**config.mk**
```make
export PLATFORM = sky130hd
export DESIGN_NAME = alu_dispatch_queue
export DESIGN_NICKNAME = d
export VERILOG_FILES = /design/src/rtl/alu_dispatch_queue.sv
export SDC_FILE = /design/constraint.sdc
export NUM_CORES = 1
export LEC_CHECK = 0
export ABC_AREA = 1
export CAP_MARGIN = 0
export CORE_UTILIZATION = 57
export CTS_CLUSTER_DIAMETER = 120
export DETAILED_ROUTE_END_ITERATION = 8
export GPL_TIMING_DRIVEN = 0
export PLACE_DENSITY_LB_ADDON = 0.15
export SLEW_MARGIN = 20
export SYNTH_ARGS = -nofsm -noshare
export SYNTH_HDL_FRONTEND = slang
export SYNTH_SLANG_ARGS = --single-unit
```
**constraint.sdc**
```tcl
create_clock -name clk -period 6.3 [get_ports clk]
set_input_delay 0.63 -clock clk [delete_from_list [all_inputs] [get_ports clk]]
set_output_delay 0.63 -clock clk [all_outputs]
set_load 0.1 [all_outputs]
```
**src/rtl/alu_dispatch_queue.sv**
```systemverilog
// alu_dispatch_queue: buffers ALU operations, issues them in order to an
// external registered multicore ALU, and queues the results for a consumer.
//
// Ports
//   clk, rst                   clock, asynchronous active-high reset
//   in_valid/in_ready          producer handshake for {in_a, in_b, in_opcode}
//   in_opcode                  [3:2] core select, [1:0] op (add/sub/mul/illegal)
//   alu_a/alu_b/alu_opcode     registered operands driven to the multicore ALU
//   alu_result/alu_core_flag   registered multicore outputs, one cycle after issue
//   res_valid/res_ready        consumer handshake for the head result
//   res_data/res_core/res_tag  head result, core flag and 3-bit sequence tag
//   res_err                    head op used the illegal operation code
module alu_dispatch_queue #(
   parameter int unsigned IN_DEPTH  = 4,
   parameter int unsigned OUT_DEPTH = 4
) (
   input  logic        clk,
   input  logic        rst,
   input  logic        in_valid,
   output logic        in_ready,
   input  logic [7:0]  in_a,
   input  logic [7:0]  in_b,
   input  logic [3:0]  in_opcode,
   output logic [7:0]  alu_a,
   output logic [7:0]  alu_b,
   output logic [3:0]  alu_opcode,
   input  logic [15:0] alu_result,
   input  logic [1:0]  alu_core_flag,
   output logic        res_valid,
   input  logic        res_ready,
   output logic [15:0] res_data,
   output logic [1:0]  res_core,
   output logic [2:0]  res_tag,
   output logic        res_err
);

   localparam int unsigned IAW = $clog2(IN_DEPTH);
   localparam int unsigned OAW = $clog2(OUT_DEPTH);
   localparam int unsigned CW  = OAW + 2;

   typedef struct packed {
      logic [7:0] a;
      logic [7:0] b;
      logic [3:0] op;
      logic [2:0] tag;
   } in_entry_t;

   typedef struct packed {
      logic [15:0] data;
      logic [1:0]  core;
      logic [2:0]  tag;
      logic        err;
   } res_entry_t;

   in_entry_t  in_mem  [IN_DEPTH];
   res_entry_t res_mem [OUT_DEPTH];

   logic [IAW:0] in_wr, in_rd;
   logic [OAW:0] res_wr, res_rd;
   logic [2:0]   tag_cnt;

   logic         issue_v, wait_v;
   logic [2:0]   issue_tag, wait_tag;
   logic         issue_err, wait_err;

   logic         in_empty, in_full;
   logic         push, issue, pop;
   logic [OAW:0] res_cnt;
   logic [CW-1:0] in_flight;
   in_entry_t    in_head;
   res_entry_t   res_head;

   // FIFO status: equal pointers are empty, differing only in the wrap bit is full
   assign in_empty = (in_wr == in_rd);
   assign in_full  = (in_wr[IAW] != in_rd[IAW]) && (in_wr[IAW-1:0] == in_rd[IAW-1:0]);
   assign in_ready = ~rst & ~in_full;
   assign push     = in_valid & in_ready;
   assign in_head  = in_mem[in_rd[IAW-1:0]];

   // Credits count every slot already owed to the result FIFO, so a capture always fits
   assign res_cnt   = res_wr - res_rd;
   assign in_flight = CW'(res_cnt) + CW'(issue_v) + CW'(wait_v);
   assign issue     = ~in_empty & (in_flight < CW'(OUT_DEPTH));

   assign res_valid = (res_wr != res_rd);
   assign pop       = res_valid & res_ready;
   assign res_head  = res_mem[res_rd[OAW-1:0]];
   assign res_data  = res_head.data;
   assign res_core  = res_head.core;
   assign res_tag   = res_head.tag;
   assign res_err   = res_head.err;

   // Input FIFO storage
   always_ff @(posedge clk) begin
      if (push) begin
         in_mem[in_wr[IAW-1:0]] <= '{a: in_a, b: in_b, op: in_opcode, tag: tag_cnt};
      end
   end

   // Input FIFO pointers and sequence tag
   always_ff @(posedge clk or posedge rst) begin
      if (rst) begin
         in_wr   <= '0;
         in_rd   <= '0;
         tag_cnt <= '0;
      end else begin
         if (push) begin
            in_wr   <= in_wr + (IAW+1)'(1);
            tag_cnt <= tag_cnt + 3'd1;
         end
         if (issue) begin
            in_rd <= in_rd + (IAW+1)'(1);
         end
      end
   end

   // ISSUE and WAIT stages; operand registers hold when nothing issues
   always_ff @(posedge clk or posedge rst) begin
      if (rst) begin
         issue_v    <= 1'b0;
         issue_tag  <= '0;
         issue_err  <= 1'b0;
         alu_a      <= '0;
         alu_b      <= '0;
         alu_opcode <= '0;
         wait_v     <= 1'b0;
         wait_tag   <= '0;
         wait_err   <= 1'b0;
      end else begin
         issue_v <= issue;
         if (issue) begin
            alu_a      <= in_head.a;
            alu_b      <= in_head.b;
            alu_opcode <= in_head.op;
            issue_tag  <= in_head.tag;
            issue_err  <= (in_head.op[1:0] == 2'b11);
         end
         wait_v   <= issue_v;
         wait_tag <= issue_tag;
         wait_err <= issue_err;
      end
   end

   // Result FIFO: capture the multicore output one cycle after WAIT
   always_ff @(posedge clk or posedge rst) begin
      if (rst) begin
         res_wr <= '0;
         res_rd <= '0;
         for (int unsigned i = 0; i < OUT_DEPTH; i++) begin
            res_mem[OAW'(i)] <= '0;
         end
      end else begin
         if (wait_v) begin
            res_mem[res_wr[OAW-1:0]] <= '{data: alu_result, core: alu_core_flag,
                                          tag: wait_tag, err: wait_err};
            res_wr <= res_wr + (OAW+1)'(1);
         end
         if (pop) begin
            res_rd <= res_rd + (OAW+1)'(1);
         end
      end
   end

endmodule

```
### After elaboration in Yosys (flattened, before gate mapping)

Memory sizes are Yosys's and may differ from the RTL's.
Index checks and enable logic that the tools add are counted.

| storage, ports and cells | value |
|---|---|
| memories kept | 1 |
| flip-flop bits (word level) | 133 |
| memory bits (writable) | 92 |
| word-level logic and storage cells | 67 |
| output and inout bits | 44 |
| bits of input ports | 42 |

Memories:

| name | words | width | read ports | clocked after Yosys merged registers in | wr ports | line | RTL |
|---|---|---|---|---|---|---|---|
| in_mem | 4 | 23 | 1 | 0 | 1 | 55 | `in_entry_t in_mem [IN_DEPTH];` |

| operators by class | value |
|---|---|
| multiplexer cells | 8 |
| add/subtract/negate cells | 8 |
| order comparisons | 4 |
| equality and inequality tests | 5 |
| reductions and logical operators | 2 |
| bitwise logic cells | 9 |

Operators by type and width:

| kind | count |
|---|---|
| bitwise mux 88 bit | 1 |
| 2-to-1 mux 22 bit | 3 |
| binary-select mux 22 bit (select 2 bit) | 1 |
| demux 22 bit (select 2 bit) | 1 |
| adder 3 x 1 -> 3 bit (second input constant) | 5 |
| >= comparator 3 bit (second input constant) | 2 |
| NOT 2 -> 3 bit | 2 |
| adder 3 x 1 -> 4 bit | 1 |
| adder 4 x 1 -> 4 bit | 1 |
| AND 1 bit | 4 |
| < comparator 4 x 3 -> 1 bit (second input constant) | 1 |
| equality test 3 bit | 1 |
| < comparator 3 x 1 -> 1 bit (second input constant) | 1 |
| inequality test 3 bit | 1 |
| NOT 1 bit | 3 |
| subtractor 3 bit | 1 |
| equality test 2 bit | 1 |
| equality test 2 bit (second input constant) | 1 |
| logical AND 1 bit | 2 |
| 2-to-1 mux 1 bit | 2 |
| inequality test 1 bit | 1 |

### Depth between registers and ports, before layout

Gate-level depths: netlist of the first run.

| depth | value |
|---|---|
| word-level depth | 7 |
| mapped depth | 13 |
| mapped depth without buffers | 12 |

### Least setup slack after synthesis of the first run

Ideal clock, no wire load.

| path | value |
|---|---|
| path type | input to register |
| start | input rst |
| end | memory in_mem[0][0] in the netlist's numbering, enable pin |
| path slack | 0.715 ns |
| buffers on the path | 0 |
| arrival time | 5.202 ns |
| required time | 5.917 ns |
| cell stages on the path | 3 |
| cells stage by stage | clkinv_1 > nand3_2 > nor2_1 |

| between the ends | value |
|---|---|
| longest elaborated chain between the ends | 5 |

Ends and longest elaborated chain:

| element | line | RTL |
|---|---|---|
| start: declaration | 18 | `input logic rst,` |
| NOT 1 bit | 76 | `assign in_ready = ~rst & ~in_full;` |
| AND 1 bit | 76 |  |
| AND 1 bit | 77 | `assign push = in_valid & in_ready;` |
| 2-to-1 mux 1 bit | 95 | `if (push) begin` |
| 2-to-1 mux 1 bit (implied by the code) | 96 | `in_mem[in_wr[IAW-1:0]] <= '{a: in_a, b: in_b, op: in_opcode, tag: tag_cnt};` |
| end: declaration | 55 |  |

No other way between the ends.

### Worst setup path in the final report of the first run

| path | value |
|---|---|
| start | register res_rd[1] |
| end | output res_valid |

| between the ends | value |
|---|---|
| longest elaborated chain between the ends | 1 |

Ends and longest elaborated chain:

| element | line | RTL |
|---|---|---|
| start: declaration | 59 | `logic [OAW:0] res_wr, res_rd;` |
| start signal: assignment | 159 | `res_rd <= res_rd + (OAW+1)'(1);` |
| inequality test 3 bit | 85 | `assign res_valid = (res_wr != res_rd);` |
| end: declaration | 29 | `output logic res_valid,` |

No other way between the ends.

==> qor.txt, run 1 <==
DRC Markers: 0
Synth area leader: dfrtp_1
crit path to: res_valid
hold slack: 0.381 ns
crit path DAT: 3.24 ns
Final Instance Area: 11400 um2
Max Root-Sink Buffers: 3
CTS tree: yes
Critical Path RT: 5.67 ns
worst hold-check path type: flip-flop to flip-flop
ANT cells: 0
crit path cell chain: inv_1 > clkbuf_1 > ha_1 > nand4_1 > clkdlybuf4s50_1
Final nets: 1112
final slew viol count: 0
Routed WL: 22.0 mm
Worst R2R End: in_mem[1][13]
Hold Startpoint: issue_tag[1]
Filler Cell Count: 1222
global-route wire length before repair: 35.5 mm
reg2reg path depth: 8
Die Ht: 131 um
Max-Cap Viols: 0
pin count of the biggest net entering global routing: 75
total track usage: 27.1%
post-DR vias/cell: 5.54
count of antenna-violating nets left after detailed routing: 0
Root Buffer: clkbuf_16
Ports: 86
Setup-failing EPs final: 0
Worst Tran Pin Value: 0.989 ns
Post-synth EDFFs: 92
first-pass iteration count of the detailed router: 5
Slew HR: 33.8%
wire length per cell: 17.1 um
Initial Util: 58.9%
Yosys warnings: 0
RSZ-0062 raised after global routing: no
Clock Skews: 0.00748 ns
Multi-input gate area: 2930 um2
die area: 17100 um2
area occupied by registers: 6090 um2
Clock Pin Slew Worst Setup and Hold Paths: 0.06 ns
worst skew pair latency: 0.50 ns
clk sink count: 225
synth-to-layout area growth: 21.0%
final hold violations: 0
outcome: finished clean
Die X: 131 um
post-synth top area share: 35.3%
fmax: 0.258 GHz
final setup TNS: 0 ns
vias in the first global route: 6965
cts hold-fix bufs: 0
sequential area share after synthesis: 64.6%
syn nets: 998
Area after DPL: 10700 um2
Final HPWL DP: 14.1 mm
slowest stage delay, CP: 1.15 ns
Synth Instances: 941
GPL Wtd Cong: 0.820
worst-path fanout max: 10
final worst-path cycle share: 61.5%
Worst path slowest cell: clkdlybuf4s50_1
unique cell type count in the Yosys netlist: 29
CTS buffer count: 23
WHS Path Cells: 0
Yosys reg bits: 225
reg2reg start: in_rd[1]
Crit Path Class: flip-flop to primary output
largest cells by area after synthesis: dfrtp_1 (35%), edfxtp_1 (29%), o21ai_0 (9.1%), nand2_1 (8.4%), nor2_1 (5.3%)
Buf/Inv on CP: 3
Synth Flop Type: dfrtp_1
total congestion overflow: 0
FP Rows: 46
Setup crit start: res_rd[1]
starting DRC count in detailed routing: 581
postcts setup bufs: 0
CTS H-tree lvls: 1
Mapped Area: 9430 um2
post_cts resized: 0
CP Capture Type: primary output
Levels on crit path: 5
share of cells above drive strength 1: 6.74%
Mean Syn Cell Area: 10.0 um2
CP delay by family, top: buffers and inverters
asr flop ratio synth: 59.1%
core area: 16000 um2
vias after detailed routing: 7118
port bufs: 84
antenna violations before repair: 0
Final min period: 3.87 ns
R2R Setup Slk: 4.02 ns
Worst Setup Start Kind: flip-flop
-- cells by family (layout without fill, tap and decap cells) --
logic type / Yosys count / count (layout) / share of synthesized area, %
AO/OA/AOI/OAI: 199 / 199 / 10.9
XOR/XNOR: 8 / 8 / 0.942
adder cells (fa/ha/maj): 15 / 15 / 2.07
buffers and inverters: 102 / 230 / 4.64
flip-flops: 225 / 225 / 64.6
AND/OR/NAND/NOR: 392 / 392 / 16.9
-- registers in the layout (all words and copies together) (netlist names) --
| name | count |
|---|---|
| alu_a | 8 |
| alu_b | 8 |
| alu_opcode | 4 |
| in_mem | 92 |
| in_rd | 3 |
| in_wr | 3 |
| issue_err | 1 |
| issue_tag | 3 |
| issue_v | 1 |
| res_mem | 88 |
| res_rd | 3 |
| res_wr | 3 |
| tag_cnt | 3 |
| wait_err | 1 |
| wait_tag | 3 |
| wait_v | 1 |
-- per-layer routing --
layer	wire length [um]	global-route usage, %
met1	8820	33.4
met2	11100	48.5
met3	1430	4.07
met4	636	9.74
met5	0	0
-- worst reg2reg max path, stage by stage (launching register included) --
cell and delay (ns):
dfrtp_1 0.35, buf_4 0.17, inv_4 0.06, nand2_1 0.07, nand2_2 0.09, nand3_2 0.18, nand3_2 0.32, nor2_4 0.52
buf_8 0.23
-- final cells by class --
cell class	instances	share of cell area [%]
multi-input cells	614	25.7
clock buffers	30	5.54
inverters	50	1.71
well taps	216	2.37
clock inverters	9	0.800
flip-flops and latches	225	53.4
repair buffers	89	8.35
plain buffers	52	2.17
-- worst min path at each step --
| stage | slack [ns] | to |
|---|---|---|
| finish | 0.38 | wait_tag[1] |
| floorplan | 0.35 | wait_err |
| global route | 0.39 | wait_v |
| CTS | 0.38 | wait_v |
| detailed placement | 0.36 | wait_tag[0] |
| global placement | 0.36 | wait_v |
-- cells in the final DEF (no fill, tap or decap), drive strengths merged --
master	synthesis	routed
buf	17	22
bufinv	0	2
xnor2	2	2
nand2	215	215
nor2	135	135
o22ai	22	22
ha	14	14
o21a	1	1
inv	48	48
xor2	6	6
clkdlybuf4s50	0	84
fa	1	1
nand3	33	33
or2	1	1
dfrtp	133	133
nand4	7	7
edfxtp	92	92
clkbuf	35	65
clkinv	2	9
nand3b	1	1
o21ai	176	176
-- synth_stat cells, types with 4 or more instances --
library cell	n
o21ai_1	4
o22ai_1	22
buf_2	9
xor2_1	6
dfrtp_1	133
buf_4	5
nand2_1	212
ha_1	14
edfxtp_1	92
nor2_1	134
nand4_1	7
inv_1	45
clkbuf_1	35
o21ai_0	172
nand3_1	30
-- metrics by stage --
step / worst slack, ns / cells / utilization [%]
after floorplan: 0.715 / 941 / -
after global placement: -2.08 / 1241 / 65.9
after detailed placement: 2.71 / 1246 / 66.8
after CTS: 2.41 / 1285 / 71.3
after global routing: 2.31 / 1285 / 71.3
final: 2.43 / 1285 / 71.3
Power of run 1 is not shown: default switching activity piles up to over one toggle a cycle in this logic, so the estimate is an artifact.
==> run 2, diff against run 1 <==
--- a/config.mk
+++ b/config.mk
@@ -7,7 +7,7 @@
 export LEC_CHECK = 0
 export ABC_AREA = 1
 export CAP_MARGIN = 0
-export CORE_UTILIZATION = 57
+export CORE_UTILIZATION = 52
 export CTS_CLUSTER_DIAMETER = 120
 export DETAILED_ROUTE_END_ITERATION = 8
 export GPL_TIMING_DRIVEN = 0
==> constraint.sdc (replaced) <==
create_clock -name clk -period 3.2 [get_ports clk]
set_input_delay 0.32 -clock clk [delete_from_list [all_inputs] [get_ports clk]]
set_output_delay 0.32 -clock clk [all_outputs]
set_load 0.1 [all_outputs]
==> run 2 against run 1 <==
Effect of this change: worst hold slack lost 0.16 ns; utilization is 6.3 points lower; flip-flop and latch count unchanged; clock skew is 0.0054 ns higher; design area is 0.43% lower; setup slack worse by 2.3 ns; critical path depth is 3 higher; clock-buffer cell count increased by 3; wire length fell by 0.53%; non-clock buffer count decreased by 1; via count down 2.0%; final cell count increased by 0.78%.
==> qor.txt, run 2 (same netlist as run 1, synthesis figures left out) <==
Crit Path Class: flip-flop to primary output
fmax: 0.328 GHz
port bufs: 84 (unchanged)
Filler Cell Count: 1386 (+13%)
vias in the first global route: 6850 (-1.7%)
Worst Setup Start Kind: flip-flop
outcome: finished clean
CTS H-tree lvls: 1 (unchanged)
Buf/Inv on CP: 4 (+1)
Slew HR: 34.8% (+0.96 points)
Max Root-Sink Buffers: 3 (unchanged)
final setup TNS: 0 ns (unchanged)
CP Capture Type: primary output
starting DRC count in detailed routing: 553 (-4.8%)
Final min period: 3.05 ns
Routed WL: 21.9 mm (-0.53%)
Levels on crit path: 8 (+3)
postcts setup bufs: 0 (unchanged)
WHS Path Cells: 3 (+3)
Die Ht: 137 um (+4.6%)
vias after detailed routing: 6974 (-2.0%)
Clock Skews: 0.0128 ns (+0.00535 ns)
ANT cells: 0 (unchanged)
first-pass iteration count of the detailed router: 5 (unchanged)
Final HPWL DP: 14.0 mm (-0.68%)
synth-to-layout area growth: 20.5%
GPL Wtd Cong: 0.828 (+0.93%)
count of antenna-violating nets left after detailed routing: 0 (unchanged)
wire length per cell: 16.9 um (-1.3%)
clk sink count: 225 (unchanged)
Multi-input gate area: 2930 um2 (unchanged)
Critical Path RT: 2.88 ns (-2.79 ns)
commonest cells after routing, fill and taps aside: nand2_1 (212), o21ai_0 (172), dfrtp_1 (133)
Setup-failing EPs final: 0 (unchanged)
worst-path fanout max: 8 (-2)
Post-Route Utilization: 65.0% (-6.3 points)
final hold violations: 0 (unchanged)
Finished Layout Cells: 1295 (+0.78%)
CTS buffer count: 23 (unchanged)
worst skew pair latency: 0.50 ns (about the same)
Inst Count DP: 1254 (+0.64%)
worst hold-check path type: input port to flip-flop
DRC Markers: 0 (unchanged)
RSZ-0062 raised after global routing: no
CP delay by family, top: buffers and inverters
number of flip-flops under the largest register name: 92 (unchanged)
Die X: 137 um (+4.6%)
Clock Pin Slew Worst Setup and Hold Paths: 0.06 ns (about the same)
routed wl met3: 1.19 mm (-16%)
cts hold-fix bufs: 0 (unchanged)
share of cells above drive strength 1: 8.88% (+2.1 points)
pin count of the biggest net entering global routing: 142 (+89%)
antenna violations before repair: 0 (unchanged)
final slew viol count: 0 (unchanged)
post-DR vias/cell: 5.39 (-2.8%)
crit path cell chain: buf_4 > inv_4 > nand2_1 > nand2_2 > nand3_2 > nand2_1 > inv_1 > clkdlybuf4s50_1
commonest non-fill, non-tap cell in the layout: nand2_1
slowest stage delay, CP: 1.12 ns (-0.03 ns)
final worst-path cycle share: 95.4%
Final nets: 1111 (-0.090%)
CTS tree: yes
crit path DAT: 2.73 ns (-0.51 ns)
die area: 18700 um2 (+9.5%)
reg2reg path depth: 8 (unchanged)
total congestion overflow: 0 (unchanged)
core area: 17500 um2 (+9.2%)
Met2 Wirelength: 11.1 mm (about the same)
total track usage: 24.6% (-2.5 points)
Initial Util: 54.0% (-5.0 points)
global-route wire length before repair: 35.1 mm (-0.91%)
Root Buffer: clkbuf_16
Worst Tran Pin Value: 0.975 ns (-0.0143 ns)
Max-Cap Viols: 0 (unchanged)
Ports: 86 (unchanged)
FP Rows: 48 (+4.3%)
top sig layer: met4
Worst path slowest cell: clkdlybuf4s50_1
Metal-1 WL: 9.24 mm (+4.8%)
most frequent CP cell: nand2_1
area occupied by registers: 6090 um2 (unchanged)
==> run 2: changes by cell type in the layout (fill, tap and decap cells not counted), sizes merged <==
| cell | before | now |
|---|---|---|
| clkinv | 9 | 7 |
| clkdlybuf4s50 | 84 | 61 |
| clkdlybuf4s15 | 0 | 7 |
| clkbuf | 65 | 84 |
| bufinv | 2 | 3 |
| buf | 22 | 21 |
==> run 2: timing repair <==
action,CTS,global route
pin swaps,0,0
setup endpoints to repair,23,17
resized for setup,40,30
==> run 2: metrics by stage <==
stage	hold slack (ns)	worst slack, ns	cell area (um2)
after floorplan	0.354	0.420	9440
after global placement	0.360	-1.35	10600
after detailed placement	0.366	0.112	10700
after CTS	0.199	0.000934	11400
after global routing	0.237	0.0309	11400
final	0.217	0.148	11400
==> run 2: layout make-up <==
cell class | instances | share of cell area [%]
sequential | 225 | 53.6
multi-input combinational | 614 | 25.8
timing repair buffer | 88 | 7.52
clock buffer | 33 | 5.75
tap | 225 | 2.48
buffer | 52 | 2.18
inverter | 50 | 1.90
clock inverter | 8 | 0.771
==> run 2: final timing paths <==
path	start	endpoint	slack, ns
hold / removal	in_valid	tag_cnt[0]	0.22
setup / recovery	in_rd[1]	in_ready	0.15
hold reg to reg	issue_tag[0]	wait_tag[0]	0.38
min in group asynchronous	rst	alu_opcode[0]	0.36
max in group asynchronous	rst	alu_a[2]	2.36
setup reg to reg	in_rd[1]	in_mem[0][21]	0.88
==> run 2: worst min-delay path, delay by kind of cell <==
kind	cells	cell delay [ns]
buffers and inverters	1	0.18
and+or+nand+nor	2	0.19
==> run 2: routing by layer <==
layer  global-route usage [%]  up-vias
met5                        0        -
met4                     6.30        0
met3                     3.26       27
met2                     44.7      218
met1                     30.9     3370
li1                         -     3359
Power of run 2 is left out for the same reason.
